`src/rtl/crot_rr_scheduler.sv`:
```
`ifndef TOTAL_WIDTH
`define TOTAL_WIDTH 16
`endif

// Generic synchronous FIFO with occupancy count and registered storage.
// Latency: push visible at the head the cycle after the write; pop takes effect on the next edge.
// Backpressure: none internally; the caller must never push into a full FIFO unless it pops in the same cycle.
module crot_fifo #(
   parameter int W     = 8,
   parameter int DEPTH = 8
) (
   input  logic                       clk,
   input  logic                       rst,
   input  logic                       push_vld,
   input  logic [W-1:0]               push_dat,
   input  logic                       pop_rdy,
   output logic                       out_vld,
   output logic [W-1:0]               out_dat,
   output logic [$clog2(DEPTH+1)-1:0] count
);

   localparam int AW = $clog2(DEPTH);
   localparam int CW = $clog2(DEPTH + 1);

   logic [W-1:0]  mem [DEPTH];
   logic [AW-1:0] wr_ptr;
   logic [AW-1:0] rd_ptr;
   logic [CW-1:0] cnt;
   logic          do_pop;

   assign do_pop  = out_vld & pop_rdy;
   assign out_vld = (cnt != '0);
   // Head is forced to zero when empty so stale storage never shows on the outputs.
   assign out_dat = out_vld ? mem[rd_ptr] : '0;
   assign count   = cnt;

   // Storage write; entries carry no reset since occupancy is tracked separately.
   always_ff @(posedge clk) begin
      if (push_vld) mem[wr_ptr] <= push_dat;
   end

   // Pointer and occupancy bookkeeping; power-of-2 depth lets pointers wrap naturally.
   always_ff @(posedge clk or posedge rst) begin
      if (rst) begin
         wr_ptr <= '0;
         rd_ptr <= '0;
         cnt    <= '0;
      end else begin
         if (push_vld) wr_ptr <= wr_ptr + 1'b1;
         if (do_pop)   rd_ptr <= rd_ptr + 1'b1;
         case ({push_vld, do_pop})
            2'b10:   cnt <= cnt + 1'b1;
            2'b01:   cnt <= cnt - 1'b1;
            default: cnt <= cnt;
         endcase
      end
   end

endmodule

// Round-robin share of one fixed-latency CROT datapath among NUM_REQ requesters, results tagged by id.
// Latency: accept -> dp issue 1 cycle, dp issue -> result LAT cycles, result -> rsp_valid 1 cycle (LAT+2 total).
// Backpressure: credits (in flight + buffered < FIFO_DEPTH) gate req_ready so the unstallable datapath never overflows.
module crot_rr_scheduler #(
   parameter int NUM_REQ    = 4,
   parameter int DATA_W     = `TOTAL_WIDTH,
   parameter int LAT        = 3,
   parameter int FIFO_DEPTH = 8
) (
   input  logic                         clk,
   input  logic                         rst,
   input  logic [NUM_REQ-1:0]           req_valid,
   output logic [NUM_REQ-1:0]           req_ready,
   input  logic [NUM_REQ*DATA_W-1:0]    req_ar,
   input  logic [NUM_REQ*DATA_W-1:0]    req_ai,
   input  logic [NUM_REQ*2-1:0]         req_k,
   input  logic [NUM_REQ-1:0]           req_ctrl,
   output logic                         dp_valid,
   output logic [1:0]                   dp_k,
   output logic [DATA_W-1:0]            dp_ar,
   output logic [DATA_W-1:0]            dp_ai,
   input  logic [DATA_W-1:0]            dp_pr,
   input  logic [DATA_W-1:0]            dp_pi,
   output logic                         rsp_valid,
   input  logic                         rsp_ready,
   output logic [$clog2(NUM_REQ)-1:0]   rsp_id,
   output logic [DATA_W-1:0]            rsp_pr,
   output logic [DATA_W-1:0]            rsp_pi,
   output logic                         busy
);

   localparam int ID_W  = $clog2(NUM_REQ);
   localparam int CNT_W = $clog2(FIFO_DEPTH + 1);
   localparam int FW    = ID_W + 2 * DATA_W;

   logic [ID_W-1:0]  ptr;
   logic             can_issue;
   logic             grant_any;
   logic [ID_W-1:0]  grant_id;
   logic [ID_W:0]    idx;
   logic [ID_W-1:0]  sel;
   logic [CNT_W-1:0] inflight;
   logic [CNT_W-1:0] fifo_count;
   logic [ID_W-1:0]  dp_id;
   logic [LAT-1:0]   tag_vld;
   logic [ID_W-1:0]  tag_id [LAT];
   logic             tail_vld;
   logic [FW-1:0]    fifo_out;

   // Credit check on registered counts only; reset also blocks grants so req_ready reads zero while held.
   assign can_issue = !rst &&
                      (({1'b0, inflight} + {1'b0, fifo_count}) < (CNT_W+1)'(FIFO_DEPTH));

   // Rotating-priority search starting at ptr; first valid requester wins.
   always_comb begin
      grant_any = 1'b0;
      grant_id  = '0;
      idx       = '0;
      sel       = '0;
      for (int o = 0; o < NUM_REQ; o++) begin
         idx = {1'b0, ptr} + (ID_W+1)'(o);
         if (idx >= (ID_W+1)'(NUM_REQ)) idx = idx - (ID_W+1)'(NUM_REQ);
         sel = idx[ID_W-1:0];
         if (can_issue && !grant_any && req_valid[sel]) begin
            grant_any = 1'b1;
            grant_id  = sel;
         end
      end
   end

   // One-hot ready for the granted requester only.
   always_comb begin
      req_ready = '0;
      if (grant_any) req_ready[grant_id] = 1'b1;
   end

   // Pointer moves just past the winner so it gets lowest priority next time.
   always_ff @(posedge clk or posedge rst) begin
      if (rst) begin
         ptr <= '0;
      end else if (grant_any) begin
         ptr <= (grant_id == ID_W'(NUM_REQ - 1)) ? '0 : grant_id + 1'b1;
      end
   end

   // Issue register; operands and angle hold when idle, control bit off forces the identity code.
   always_ff @(posedge clk or posedge rst) begin
      if (rst) begin
         dp_valid <= 1'b0;
         dp_k     <= 2'd0;
         dp_ar    <= '0;
         dp_ai    <= '0;
         dp_id    <= '0;
      end else begin
         dp_valid <= grant_any;
         if (grant_any) begin
            dp_k  <= req_ctrl[grant_id] ? req_k[grant_id*2 +: 2] : 2'd0;
            dp_ar <= req_ar[grant_id*DATA_W +: DATA_W];
            dp_ai <= req_ai[grant_id*DATA_W +: DATA_W];
            dp_id <= grant_id;
         end
      end
   end

   // Tag pipe tracks the datapath stage by stage so the tail lines up with dp_pr/dp_pi.
   always_ff @(posedge clk or posedge rst) begin
      if (rst) begin
         tag_vld <= '0;
         for (int s = 0; s < LAT; s++) tag_id[s] <= '0;
      end else begin
         tag_vld[0] <= dp_valid;
         tag_id[0]  <= dp_id;
         for (int s = 1; s < LAT; s++) begin
            tag_vld[s] <= tag_vld[s-1];
            tag_id[s]  <= tag_id[s-1];
         end
      end
   end

   assign tail_vld = tag_vld[LAT-1];

   // Ops between accept and FIFO push; counts the issue register as well as the tag pipe.
   always_ff @(posedge clk or posedge rst) begin
      if (rst) begin
         inflight <= '0;
      end else begin
         case ({grant_any, tail_vld})
            2'b10:   inflight <= inflight + 1'b1;
            2'b01:   inflight <= inflight - 1'b1;
            default: inflight <= inflight;
         endcase
      end
   end

   crot_fifo #(
      .W     (FW),
      .DEPTH (FIFO_DEPTH)
   ) u_rsp_fifo (
      .clk      (clk),
      .rst      (rst),
      .push_vld (tail_vld),
      .push_dat ({tag_id[LAT-1], dp_pr, dp_pi}),
      .pop_rdy  (rsp_ready),
      .out_vld  (rsp_valid),
      .out_dat  (fifo_out),
      .count    (fifo_count)
   );

   assign {rsp_id, rsp_pr, rsp_pi} = fifo_out;
   assign busy = (inflight != '0) | (fifo_count != '0) | dp_valid;

endmodule

```
`config.mk`:
```
export PLATFORM = sky130hd
export DESIGN_NAME = crot_rr_scheduler
export DESIGN_NICKNAME = d
export VERILOG_FILES = /design/src/rtl/crot_rr_scheduler.sv
export SDC_FILE = /design/constraint.sdc
export NUM_CORES = 1
export LEC_CHECK = 0
export ABC_AREA = 1
export CAP_MARGIN = 20
export CELL_PAD_IN_SITES_DETAIL_PLACEMENT = 1
export CELL_PAD_IN_SITES_GLOBAL_PLACEMENT = 2
export CORE_ASPECT_RATIO = 0.7
export CORE_UTILIZATION = 34
export CTS_CLUSTER_DIAMETER = 40
export DETAILED_ROUTE_END_ITERATION = 12
export PLACE_DENSITY_LB_ADDON = 0.15
export REMOVE_ABC_BUFFERS = 1
export SLEW_MARGIN = 20
export SYNTH_ARGS = -nofsm -noshare
export SYNTH_HDL_FRONTEND = slang
export SYNTH_SLANG_ARGS = --single-unit
```
`constraint.sdc`:
```
create_clock -name clk -period 3.4 [get_ports clk]
set_input_delay 0.68 -clock clk [delete_from_list [all_inputs] [get_ports clk]]
set_output_delay 0.68 -clock clk [all_outputs]
set_load 0.1 [all_outputs]
```
==> flow_results.org <==
** Status
- Outcome :: finished, final reports clean

** Timing
- Max Transition Viols Final :: 0
- Subtracting the final worst setup slack from the clock period gives 3.261 ns.
- Least-Margin Pin Slew :: 0.9656 ns
- Setup repair after global routing could not meet its margin everywhere.
- For this run, the top clock speed supported by timing is 0.3067 GHz.
- After layout, the worst setup slack is 0.1394 ns.
- Max-slew headroom at the worst pin :: 35.42%
- Final clock period utilization by the worst path :: 95.90%
- Final Skew :: 0.02698 ns
- Final setup violation count :: 0
- Final count of hold timing violations :: 0
- On the final layout, the worst hold slack is 0.3465 ns.

** Synth
- Yosys reg bits :: 334
- Post-synthesis sequential area ratio :: 64.94%
- Synth Area per Inst :: 10.55 sq um
- Share of flip-flops with an asynchronous set or reset after synthesis :: 18.56%
- Netlist area before placement :: 0.01497 sq mm
- Counting every instance in the synthesized netlist gives 1418.
- Number of flops mapped to enable cells by yosys :: 272
- The most used flip-flop cell after synthesis is edfxtp_1.
- YS warnings :: 0
- The synthesized netlist contains 34 unique library cells.

** Hold path
- Startpoint of the lowest-slack hold path :: tag_vld[1]
- Destination of the worst hold path :: tag_vld[2]
- Worst hold path cell count :: 0
- The min-delay analysis places its worst path in the category reg2reg.

** Floorplan
- The die is 177.5 microns tall.
- From left edge to right edge, the die measures 252.8 microns.
- After floorplanning, the core was sized to cover 0.04288 sq mm.
- The die covers 0.04488 sq mm.
- Num rows :: 63
- Ports placed on the boundary :: 254
- The initial utilization of the core area, before any placement, comes to 34.90%.

** Setup path
- Worst Path Required :: 2.72 ns
- The setup path with the least slack is of type in2out.
- R2r endpoint :: u_rsp_fifo.count[3]
- Crit Path Max Fanout :: 5
- STA classifies the critical path endpoint as a primary output.
- Sort of element at the start of the critical path :: input pin
- FF-to-FF path depth :: 14
- The startpoint identified for the worst register-to-register timing path is u_rsp_fifo.count[1].
- For flop-to-flop paths, the worst setup slack is 0.72 ns.
- Data arrives at the worst endpoint at 2.58 ns.

** Placed design
- Detailed placement finished with a half-perimeter wire length of 27380 microns.
- Worst slack after detailed placement :: 0.03062 ns
- Port buffering added 253 buffers.
- At the end of routability-driven placement, the weighted congestion stood at 0.7805.
- Post-Place Cell Area :: 0.01869 sq mm

** Route
- Number of iterations in the first detailed-routing pass :: 5
- The first routing iteration left 646 violations.
- Routed via count :: 11350
- Routed Antenna Nets :: 0
- After detailed routing, the number of vias per cell comes to 4.910.
- WL final :: 44560 microns
- Dividing the detail-routed wire length by the instance count gives 19.28 microns.
- After detailed routing, the number of remaining DRC violations is 0.

** Run
- Total of max-cap violations :: 0

** Global routing
- Total grt overflow :: 0
- Maximum number of pins on one net before global-route repair :: 77
- Number of antenna violations at the first check in global routing :: 1
- The number of global-route vias before repair was 11890.
- Total routing usage reported by global routing :: 20.27%
- The first global-routing pass estimated 69550 microns of wire.

** CTS
- Clock-pin slew was measured on the worst setup and hold paths at 0.05 ns.
- The clock passes through at most 3 buffers.
- Total number of H-tree levels :: 2
- At the later pin of the worst-skew pair, clock insertion delay measures 0.56 ns.
- Buffers inserted during clock tree synthesis total 44.
- Root Buffer Master :: clkbuf_16
- For this design, the CTS-stage hold fixing added 0 buffers.
- Counting every sink on the clock net gives 334.
- TritonCTS clock tree :: built

** Final layout
- Final Cell Area :: 0.02038 sq mm
- From synthesis to final layout, the design area changed by 36.17%.
- At the end of the flow, the number of nets in the layout was 1885.
- Of the cells placed in the final design, the portion with a size suffix greater than 1 is 16.75%.
-- sequential cells by signal (all words and copies together), names as in the netlist --
| register | flops |
|---|---|
| u_rsp_fifo.mem | 272 |
| dp_ai | 16 |
| dp_ar | 16 |
| tag_id | 6 |
| inflight | 4 |
| u_rsp_fifo.count | 4 |
| tag_vld | 3 |
| u_rsp_fifo.rd_ptr | 3 |
| u_rsp_fifo.wr_ptr | 3 |
| dp_id | 2 |
| dp_k | 2 |
| ptr | 2 |
| dp_valid | 1 |
-- repair_timing --
| action | CTS | global route |
|---|---|---|
| gates resized for setup | 6 | 27 |
| setup buffers | 8 | 1 |
| cloned | 0 | 0 |
| pin swaps | 3 | 5 |
| endpoints found under the setup margin | 4 | 21 |
-- worst max-delay path by stage --
| stage | startpoint | endpoint |
|---|---|---|
| final | req_valid[0] | req_ready[1] |
| after floorplan | u_rsp_fifo.rd_ptr[0] | rsp_id[0] |
| after detailed placement | rst | req_ready[3] |
| after CTS | ptr[1] | req_ready[3] |
| after global routing | ptr[0] | req_ready[1] |
| after global placement | rst | req_ready[0] |
-- metrics by stage --
stage	setup TNS, ns	util [%]	cells
6_report	0	47.53	2311
5_1_grt	-0.02648	47.53	2311
4_1_cts	0	47.30	2309
3_5_place_dp	0	43.59	2220
3_3_place_gp	0	43.59	2220
2_1_floorplan	-102.00	-	1334
-- layout make-up --
cell class / count / area (sq um)
Fill cell: 4612 / 22500
Sequential cell: 334 / 9728
Multi-Input combinational cell: 886 / 4582
Timing Repair Buffer: 310 / 3382
Clock buffer: 48 / 1159
Tap cell: 585 / 732.0
Inverter: 114 / 442.9
Clock inverter: 33 / 352.8
Antenna cell: 1 / 2.502
-- cells by family (layout without fill, tap and decap cells) --
| family | count (synthesis) | in the layout | synth area share [%] |
|---|---|---|---|
| adders and majority gates | 16 | 16 | 1.388 |
| DFF | 334 | 334 | 64.94 |
| AOI/OAI and AO/OA | 286 | 286 | 11.89 |
| other | 0 | 1 | 0 |
| buffers and inverters | 198 | 505 | 5.459 |
| xor gates and xnor gates | 10 | 10 | 0.5852 |
| and+or+nand+nor | 574 | 574 | 15.74 |
-- cells in the final DEF (no fill, tap or decap), types with 9 or more instances in the layout --
| cell type | netlist | layout |
|---|---|---|
| o211ai_2 | 33 | 33 |
| nand2_1 | 243 | 238 |
| dfrtp_1 | 62 | 57 |
| a31oi_1 | 34 | 33 |
| inv_1 | 109 | 101 |
| o21ai_0 | 178 | 178 |
| buf_12 | 0 | 48 |
| clkbuf_16 | 0 | 46 |
| nand3b_1 | 12 | 12 |
| o22ai_1 | 35 | 35 |
| edfxtp_1 | 272 | 272 |
| nor2_4 | 0 | 10 |
| clkdlybuf4s50_1 | 0 | 180 |
| nand3_1 | 78 | 76 |
| inv_2 | 5 | 9 |
| buf_4 | 4 | 81 |
| ha_1 | 15 | 12 |
| nor2_1 | 221 | 213 |
-- metal layers --
layer  share of wire (%)  GRT usage [%]  vias to the layer above  wire length (microns)
li1                    -              -                     5444                      -
met1                  46          26.90                     5658                  20390
met2                  49          34.67                      184                  21770
met3                 3.7          3.359                       60                   1647
met4                 1.7          4.697                        0                    752
met5                   0              0                        -                      0
-- Yosys cell counts (2+ instances only) --
library cell | number | area (sq um)
edfxtp_1 | 272 | 8168
nand2_1 | 243 | 912.1
nor2_1 | 221 | 829.6
o21ai_0 | 178 | 890.9
inv_1 | 109 | 409.1
nand3_1 | 78 | 390.4
dfrtp_1 | 62 | 1551
clkbuf_1 | 54 | 202.7
o22ai_1 | 35 | 219.0
a31oi_1 | 34 | 212.7
o211ai_2 | 33 | 412.9
buf_2 | 17 | 85.08
ha_1 | 15 | 187.7
nand3b_1 | 12 | 90.09
nand2_2 | 6 | 37.54
xnor2_1 | 6 | 52.55
buf_6 | 5 | 56.30
inv_2 | 5 | 18.77
buf_1 | 4 | 15.01
buf_4 | 4 | 30.03
nand4_1 | 4 | 25.02
xor2_1 | 4 | 35.03
a21oi_1 | 3 | 15.01
nor2_2 | 3 | 18.77
nor4_1 | 2 | 12.51
-- critical path, cell delays in order --
cell and delay [ns]:
clkdlybuf4s50_1 0.43, inv_1 0.08, nand2_1 0.08, nand3_1 0.12, nand2_2 0.10, o21ai_4 0.21, nand3_2 0.11, nand2_2 0.11
nand2_4 0.10, inv_4 0.09, ha_1 0.15, nand2_1 0.07, inv_2 0.08, buf_12 0.17
Power is left out: the tool's default activity adds up to more than one toggle a clock period on the data nets, which glitch-free logic cannot reach.
